File: config.mk
export PLATFORM = sky130hd
export DESIGN_NAME = wrd_ctrl
export DESIGN_NICKNAME = d
export VERILOG_FILES = /design/src/rtl/wrd_ctrl.sv
export SDC_FILE = /design/constraint.sdc
export NUM_CORES = 1
export LEC_CHECK = 0
export BUFFER_PORTS_ARGS = -buffer_cell sky130_fd_sc_hd__buf_2
export CORE_AREA = 2 2 111 113
export CTS_BUF_LIST = sky130_fd_sc_hd__clkbuf_4
export DETAILED_ROUTE_END_ITERATION = 10
export DIE_AREA = 0 0 113 115
export HOLD_SLACK_MARGIN = 0.15
export PLACE_DENSITY_LB_ADDON = 0.08
export SYNTH_ARGS = -nofsm -noshare
export SYNTH_HDL_FRONTEND = slang
export SYNTH_SLANG_ARGS = --single-unit
export TNS_END_PERCENT = 10
File: constraint.sdc
create_clock -name clk_i -period 3.4 [get_ports clk_i]
set_input_delay 0.34 -clock clk_i [delete_from_list [all_inputs] [get_ports clk_i]]
set_output_delay 0.34 -clock clk_i [all_outputs]
set_load 0.05 [all_outputs]
File: src/rtl/wrd_ctrl.sv
// Inference sequencer for the wrd accelerator: gates feature frames in, waits for the
// wake decision under a watchdog, arbitrates cfg memory access between frames.
module wrd_ctrl #(
    parameter int DATA_BW        = 104,
    parameter int TIMEOUT_CYCLES = 4096,
    parameter int WAKE_HOLD      = 16000,
    parameter int CNT_BW         = 16
) (
    input  logic               clk_i,
    input  logic               rst_n_i,
    input  logic               en_i,
    input  logic [DATA_BW-1:0] s_data_i,
    input  logic               s_valid_i,
    input  logic               s_last_i,
    output logic               s_ready_o,
    output logic [DATA_BW-1:0] m_data_o,
    output logic               m_valid_o,
    output logic               m_last_o,
    input  logic               m_ready_i,
    input  logic               wake_valid_i,
    input  logic               wake_i,
    input  logic               cfg_req_i,
    output logic               cfg_gnt_o,
    output logic               wake_o,
    output logic               busy_o,
    output logic [CNT_BW-1:0]  frame_cnt_o,
    output logic [CNT_BW-1:0]  wake_cnt_o,
    output logic [CNT_BW-1:0]  timeout_cnt_o
);

    localparam int WD_BW = (TIMEOUT_CYCLES > 2) ? $clog2(TIMEOUT_CYCLES) : 1;
    localparam int WK_BW = $clog2(WAKE_HOLD + 1);

    typedef enum logic [1:0] {
        S_IDLE,
        S_STREAM,
        S_WAIT
    } state_t;

    state_t            state, state_nxt;
    logic              pass, grant, decide, expire;
    logic [WD_BW-1:0]  wd_cnt;
    logic [WK_BW-1:0]  wake_tmr;
    logic [CNT_BW-1:0] frame_cnt, wake_cnt, timeout_cnt;

    function automatic logic [CNT_BW-1:0] sat_inc(input logic [CNT_BW-1:0] v);
        return (v == '1) ? v : v + CNT_BW'(1);
    endfunction

    // NOTE: every signal gets a default before the case so no path leaves one unassigned (no latches).
    always_comb begin
        state_nxt = state;
        pass      = 1'b0;
        grant     = 1'b0;
        decide    = 1'b0;
        expire    = 1'b0;
        unique case (state)
            S_IDLE: begin
                // cfg wins over a simultaneous beat; while disabled cfg is always granted
                grant = cfg_req_i;
                pass  = en_i & ~cfg_req_i;
                if (pass & s_valid_i & m_ready_i) begin
                    state_nxt = s_last_i ? S_WAIT : S_STREAM;
                end
            end
            S_STREAM: begin
                pass = 1'b1;
                if (s_valid_i & m_ready_i & s_last_i) begin
                    state_nxt = S_WAIT;
                end
            end
            S_WAIT: begin
                if (wake_valid_i) begin
                    decide    = 1'b1;
                    state_nxt = S_IDLE;
                end else if (wd_cnt == '0) begin
                    expire    = 1'b1;
                    state_nxt = S_IDLE;
                end
            end
            default: state_nxt = S_IDLE;
        endcase
    end

    // NOTE: state registers use non-blocking assignments so all flops update from pre-edge values.
    always_ff @(posedge clk_i or negedge rst_n_i) begin
        if (!rst_n_i) begin
            state <= S_IDLE;
        end else begin
            state <= state_nxt;
        end
    end

    // Watchdog counts down the remaining wait budget; zero in WAIT means expiry this cycle
    always_ff @(posedge clk_i or negedge rst_n_i) begin
        if (!rst_n_i) begin
            wd_cnt <= '0;
        end else if (state_nxt == S_WAIT && state != S_WAIT) begin
            wd_cnt <= WD_BW'(TIMEOUT_CYCLES - 1);
        end else if (state == S_WAIT && wd_cnt != '0) begin
            wd_cnt <= wd_cnt - WD_BW'(1);
        end
    end

    always_ff @(posedge clk_i or negedge rst_n_i) begin
        if (!rst_n_i) begin
            wake_tmr <= '0;
        end else if (decide && wake_i) begin
            wake_tmr <= WK_BW'(WAKE_HOLD);
        end else if (wake_tmr != '0) begin
            wake_tmr <= wake_tmr - WK_BW'(1);
        end
    end

    always_ff @(posedge clk_i or negedge rst_n_i) begin
        if (!rst_n_i) begin
            frame_cnt   <= '0;
            wake_cnt    <= '0;
            timeout_cnt <= '0;
        end else begin
            if (decide)           frame_cnt   <= sat_inc(frame_cnt);
            if (decide && wake_i) wake_cnt    <= sat_inc(wake_cnt);
            if (expire)           timeout_cnt <= sat_inc(timeout_cnt);
        end
    end

    // The combinational paths are masked by reset so every output reads 0 while it is held
    assign s_ready_o     = rst_n_i & m_ready_i & pass;
    assign m_valid_o     = rst_n_i & s_valid_i & pass;
    assign m_data_o      = rst_n_i ? s_data_i : '0;
    assign m_last_o      = rst_n_i & s_last_i;
    assign cfg_gnt_o     = rst_n_i & grant;
    assign busy_o        = (state == S_STREAM) || (state == S_WAIT);
    assign wake_o        = (wake_tmr != '0);
    assign frame_cnt_o   = frame_cnt;
    assign wake_cnt_o    = wake_cnt;
    assign timeout_cnt_o = timeout_cnt;

endmodule

* Yosys cells after proc, flatten, opt, wreduce, memory -nomap -nowiden
Index checks and enable logic that the tools add are counted.
** Storage, ports and cells
- Register bits after elaboration :: 76
- Bits in latches :: 0
- Bits in writable memories :: 0
- Memory bits (read-only) :: 0
- Bits of input ports :: 113
- Output and inout bits :: 158
- Logic and storage cells :: 64
- Memories kept :: 0
** Cells by class
- Add/subtract/negate cells :: 5
- $mul :: 0
- Divide/modulo/power cells :: 0
- Magnitude comparators :: 0
- Equality and inequality tests :: 7
- Shift-type cells :: 0
- Mux-type cells :: 18
- Bitwise logic cells :: 15
- Reductions and logical operators :: 13
** Operators by type and width (count)
- $mux 104 :: 1
- $add 16x1->16 const B :: 3
- $eq 16x16->1 const B :: 3
- $mux 14 :: 2
- $mux 12 :: 2
- $reduce_bool 14->1 :: 1
- $sub 14x1->14 const B :: 1
- $logic_not 12->1 :: 1
- $reduce_bool 12->1 :: 1
- $sub 12x1->12 const B :: 1
- $and 1x1->1 :: 11
- $mux 2 :: 5
- $mux 1 :: 6
- $pmux 2 s3 :: 1
- $reduce_and 2->1 :: 3
- $eq 2x2->1 const B :: 2
- $not 1->1 :: 4
- $reduce_bool 2->1 :: 2
- $logic_and 1x1->1 :: 3
- $eq 2x1->1 const B :: 1
- $logic_not 2->1 :: 1
- $ne 2x2->1 const B :: 1
- $pmux 1 s2 :: 1
- $logic_or 1x1->1 :: 1

* Longest topological paths before layout
- Word-level depth :: 9
- Gate-level depth with buffers :: 9
- Gate-level depth less buffers :: 7

* Least setup slack after synthesis
Ideal clock, no wire load.
- Kind :: reg-to-reg
- Start :: reg state[0]
- End :: reg wake_cnt[15] (netlist: wake_cnt_o[15])
- Library setup time :: 0.125 ns
- Data arrival time :: 2.010 ns
- Path slack :: 1.266 ns
- Stages on the path, launching flop included :: 9
- Buffers on the path :: 1
- Period minus slack after synthesis :: 2.134 ns
- Cells stage by stage :: dfrtp_1 > inv_1 > ha_1 > buf_2 > nand3_1 > nor3_1 > nand3_1 > nor2_1 > mux2_2
** On the way
- Cells in the longest elaborated chain, start to end :: 4
** Ends and longest elaborated chain
- from (decl) :: RTL line 40 : state_t state, state_nxt;
- from (signal assigned) :: RTL line 90 : state <= state_nxt;
- $eq 2x2->1 :: RTL line 57 : unique case (state)
- $mux 1 :: RTL line 57
- $logic_and 1x1->1 :: RTL line 122 : if (decide && wake_i) wake_cnt <= sat_inc(wake_cnt);
- $reduce_and 2->1 (no line)
- to (signal assigned) :: RTL line 122
- to (decl) :: RTL line 44 : logic [CNT_BW-1:0] frame_cnt, wake_cnt, timeout_cnt;
Every way passes these cells.
A chain may end at the register's enable or synchronous reset.

* Final worst setup path
- Start :: reg wake_tmr[10]
- End :: out wake_o
** On the way
- Cells in the longest elaborated chain, start to end :: 1
** Ends and longest elaborated chain
- from (decl) :: RTL line 43 : logic [WK_BW-1:0] wake_tmr;
- from (signal assigned) :: RTL line 109 : wake_tmr <= WK_BW'(WAKE_HOLD);
- from (signal assigned) :: RTL line 111 : wake_tmr <= wake_tmr - WK_BW'(1);
- $reduce_bool 14->1 :: RTL line 134 : assign wake_o = (wake_tmr != '0);
- to (decl) :: RTL line 24 : output logic wake_o,
Every way passes these cells.

==> flow_metrics.py <==
metrics = {
    "cts": {
        "cts_made_buffers": 9,
        "cts.sinks": 76,
        "cts_tree": "yes",
        "post_cts_buffers": 0,
        "path_clk_slew_ns": 0.13,
        "root_buffer": "clkbuf_4",
        "htreeDepth": 3,
        "max-clock-path-buffers": 2,
        "cts_resized": 0,
        "clkLatencyLatePin_ns": 0.42,
    },
    "floorplan": {
        "dieArea_sq_um": 13000,
        "die_h_um": 115,
        "core-area_sq_um": 11810,
        "row_count": 40,
        "die_x_um": 113,
        "io-pin-count": 271,
        "start_util": 0.3934,
    },
    "worst_hold_path": {
        "holdCritStartpoint": "s_last_i",
        "min_path_cells": 4,
        "min_to": "state[0]",
        "hp-class": "in -> reg",
    },
    "place": {
        "dp_hpwl_um": 10340,
        "place_ws_ns": 0.8603,
        "gp_congestion": 0.8494,
        "port_buffers": 270,
    },
    "routing": {
        "first_pass_iters": 8,
        "routed_wl_um": 13270,
        "drt_iter0_drc": 245,
        "drtAntennaViolNets": 0,
        "vias": 4631,
        "via_per_inst": 4.932,
        "wl_per_cell_um": 14.13,
        "remaining_drc_errors": 20,
    },
    "cells_and_area": {
        "drive_gt1_frac": 0.3813,
        "final_nets": 909,
        "n_antenna_cell": 0,
        "final_cell_mix": "buf_2, and2_1, dfrtp_1",
        "layout_commonest_cell": "buf_2",
        "area_growth_syn_to_layout_pct": 35.86,
    },
    "job": {
        "cap_violations": 0,
    },
    "power_and_ir_drop": {
        "p_leak_nw": 3.393,
        "power_density_nw_per_um2": 455.3,
        "ir_drop_mv": 0.5977,
    },
    "synth": {
        "yosysTopAreaCell": "dfrtp_1",
        "syn_area_sq_um": 4647,
        "syn_inst": 521,
        "synth.top_cell.area_share": 0.4093,
        "ys_ff_latch": 76,
        "yosysUniqueCellTypes": 46,
        "yosysWarnings": 0,
        "synth_nets": 643,
        "synthTopCellsByArea": "dfrtp_1, and2_1, xnor2_1",
        "yosysSeqAreaShare": 0.4093,
        "synth.avg_cell_area_sq_um": 8.919,
    },
    "global_route": {
        "grt-ovfl-total": 0,
        "antenna_found_initial": 2,
        "grt_pass1_wl_um": 21170,
        "grt_start_max_net_pins": 117,
        "grt_pass1_vias": 4222,
        "track_usage": 0.2014,
    },
    "worst_setup_path": {
        "critPathLaunchType": "flip-flop",
        "path_max_fanout": 9,
        "cp.required_ns": 3.06,
        "critical_path_arrival_ns": 2.22,
        "end_kind": "primary output",
        "rr_endpoint": "wake_cnt_o[15]",
        "r2r_start": "state[0]",
        "r2r_slack_ns": 0.85,
        "r2r_cells": 7,
        "path_class": "reg -> out",
    },
    "timing": {
        "skew_ns": 0.02043,
        "fmax_mhz": 391.2,
        "period_needed_ns": 2.556,
        "layout_setup_ws_ns": 0.8439,
        "period_share": 0.7518,
        "fin_setup_tns_ns": 0,
        "worstMarginPinSlew_ns": 0.7978,
        "drv_slew": 0,
        "finalHoldViolCount": 0,
        "rsz0062_at_grt": "false",
        "max_slew_margin": 0.4681,
        "setup_viol": 0,
        "timing.hold.ws_ns": 0.3729,
    },
    "run_status": {
        "outcome": "complete, but fails checks",
        "violations": "design-rule violations",
    },
}
-- worst max-delay path, cell delays in order (launching register included) --
cell and delay, ns:
dfrtp_1 0.41, or4_4 0.57, nor4_4 0.44, nand2_4 0.14, buf_2 0.25
-- final cells by class --
class	instances	area, sq um
Timing Repair Buffer	276	1404
Multi-Input combinational cell	407	2594
Sequential cell	76	1902
Clock inverter	7	98.84
Inverter	17	63.81
Fill cell	1103	5498
Clock buffer	9	67.56
Tap cell	147	183.9
-- stage by stage --
stage                     power, mW  std cells  instance area, sq um  utilization
after floorplan               1.963        521                  4647            -
after global placement        2.240        921                  6127       0.5188
after detailed placement      2.268        921                  6127       0.5188
after CTS                     2.914        939                  6314       0.5345
after global routing          3.067        939                  6314       0.5345
final                         2.874        939                  6314       0.5345
-- synthesized netlist by cell type, drive strengths merged --
cell type / n
and2: 106
dfrtp: 76
nor2: 43
nand2: 39
nand3: 31
xnor2: 27
xor2: 24
clkbuf: 19
nor3: 19
inv: 17
nand4: 14
and3: 13
a21oi: 11
ha: 9
nor4: 8
mux2: 7
o21ai: 7
nor2b: 5
o211ai: 5
or4: 5
a22oi: 4
and4: 4
or3: 4
a31oi: 3
nand2b: 3
a21boi: 2
buf: 2
o21a: 2
o41ai: 2
a2111oi: 1
a211o: 1
a211oi: 1
a311o: 1
a32oi: 1
mux2i: 1
nand4b: 1
nor3b: 1
o2111a: 1
o221ai: 1
-- layer usage --
metal,part of all wire,vias to the layer above,GRT usage
met5,0.0017,-,0
met4,0.0060,4,0.05528
met3,0.067,11,0.04217
met2,0.45,147,0.3050
met1,0.47,2159,0.2937
li1,-,2310,-
-- worst max path at each step --
| stage | cells after the start | slack (ns) | endpoint | startpoint |
|---|---|---|---|---|
| floorplan | 8 | 1.27 | wake_cnt_o[15] | state[0] |
| global route | 7 | 0.60 | wake_cnt_o[15] | state[0] |
| CTS | 4 | 0.81 | wake_o | wake_tmr[10] |
| global placement | 7 | 0.91 | wake_cnt_o[15] | state[0] |
| finish | 4 | 0.84 | wake_o | wake_tmr[10] |
| detailed placement | 7 | 0.86 | wake_cnt_o[15] | state[0] |
-- power by group --
part / leakage, nW / internal (mW) / switching (mW) / total (mW)
registers: 0.951 / 1.02 / 0.127 / 1.15
clock network: 0.0881 / 0.302 / 0.328 / 0.630
logic: 2.35 / 0.350 / 0.744 / 1.09
-- what timing repair did --
item,CTS,global route
hold endpoints to repair,8,0
setup endpoints to repair,0,0
hold buffers,2,0
-- sequential cells by signal, indices dropped and copies added (netlist names) --
register / cells
state: 2
timeout_cnt_o: 16
wd_cnt: 12
wake_cnt_o: 16
frame_cnt_o: 16
wake_tmr: 14
-- logic make-up (layout without fill, tap and decap cells) --
group / Yosys count / count (layout) / synth area share
AND/OR/NAND/NOR: 296 / 296 / 0.3560
multiplexers: 8 / 8 / 0.01992
AO/OA/AOI/OAI: 43 / 43 / 0.06193
adder cells (fa/ha/maj): 9 / 9 / 0.02423
XOR/XNOR: 51 / 51 / 0.09612
buffers and inverters: 38 / 309 / 0.03258
flip-flops: 76 / 76 / 0.4093
Power figures use the tool's default switching activity.
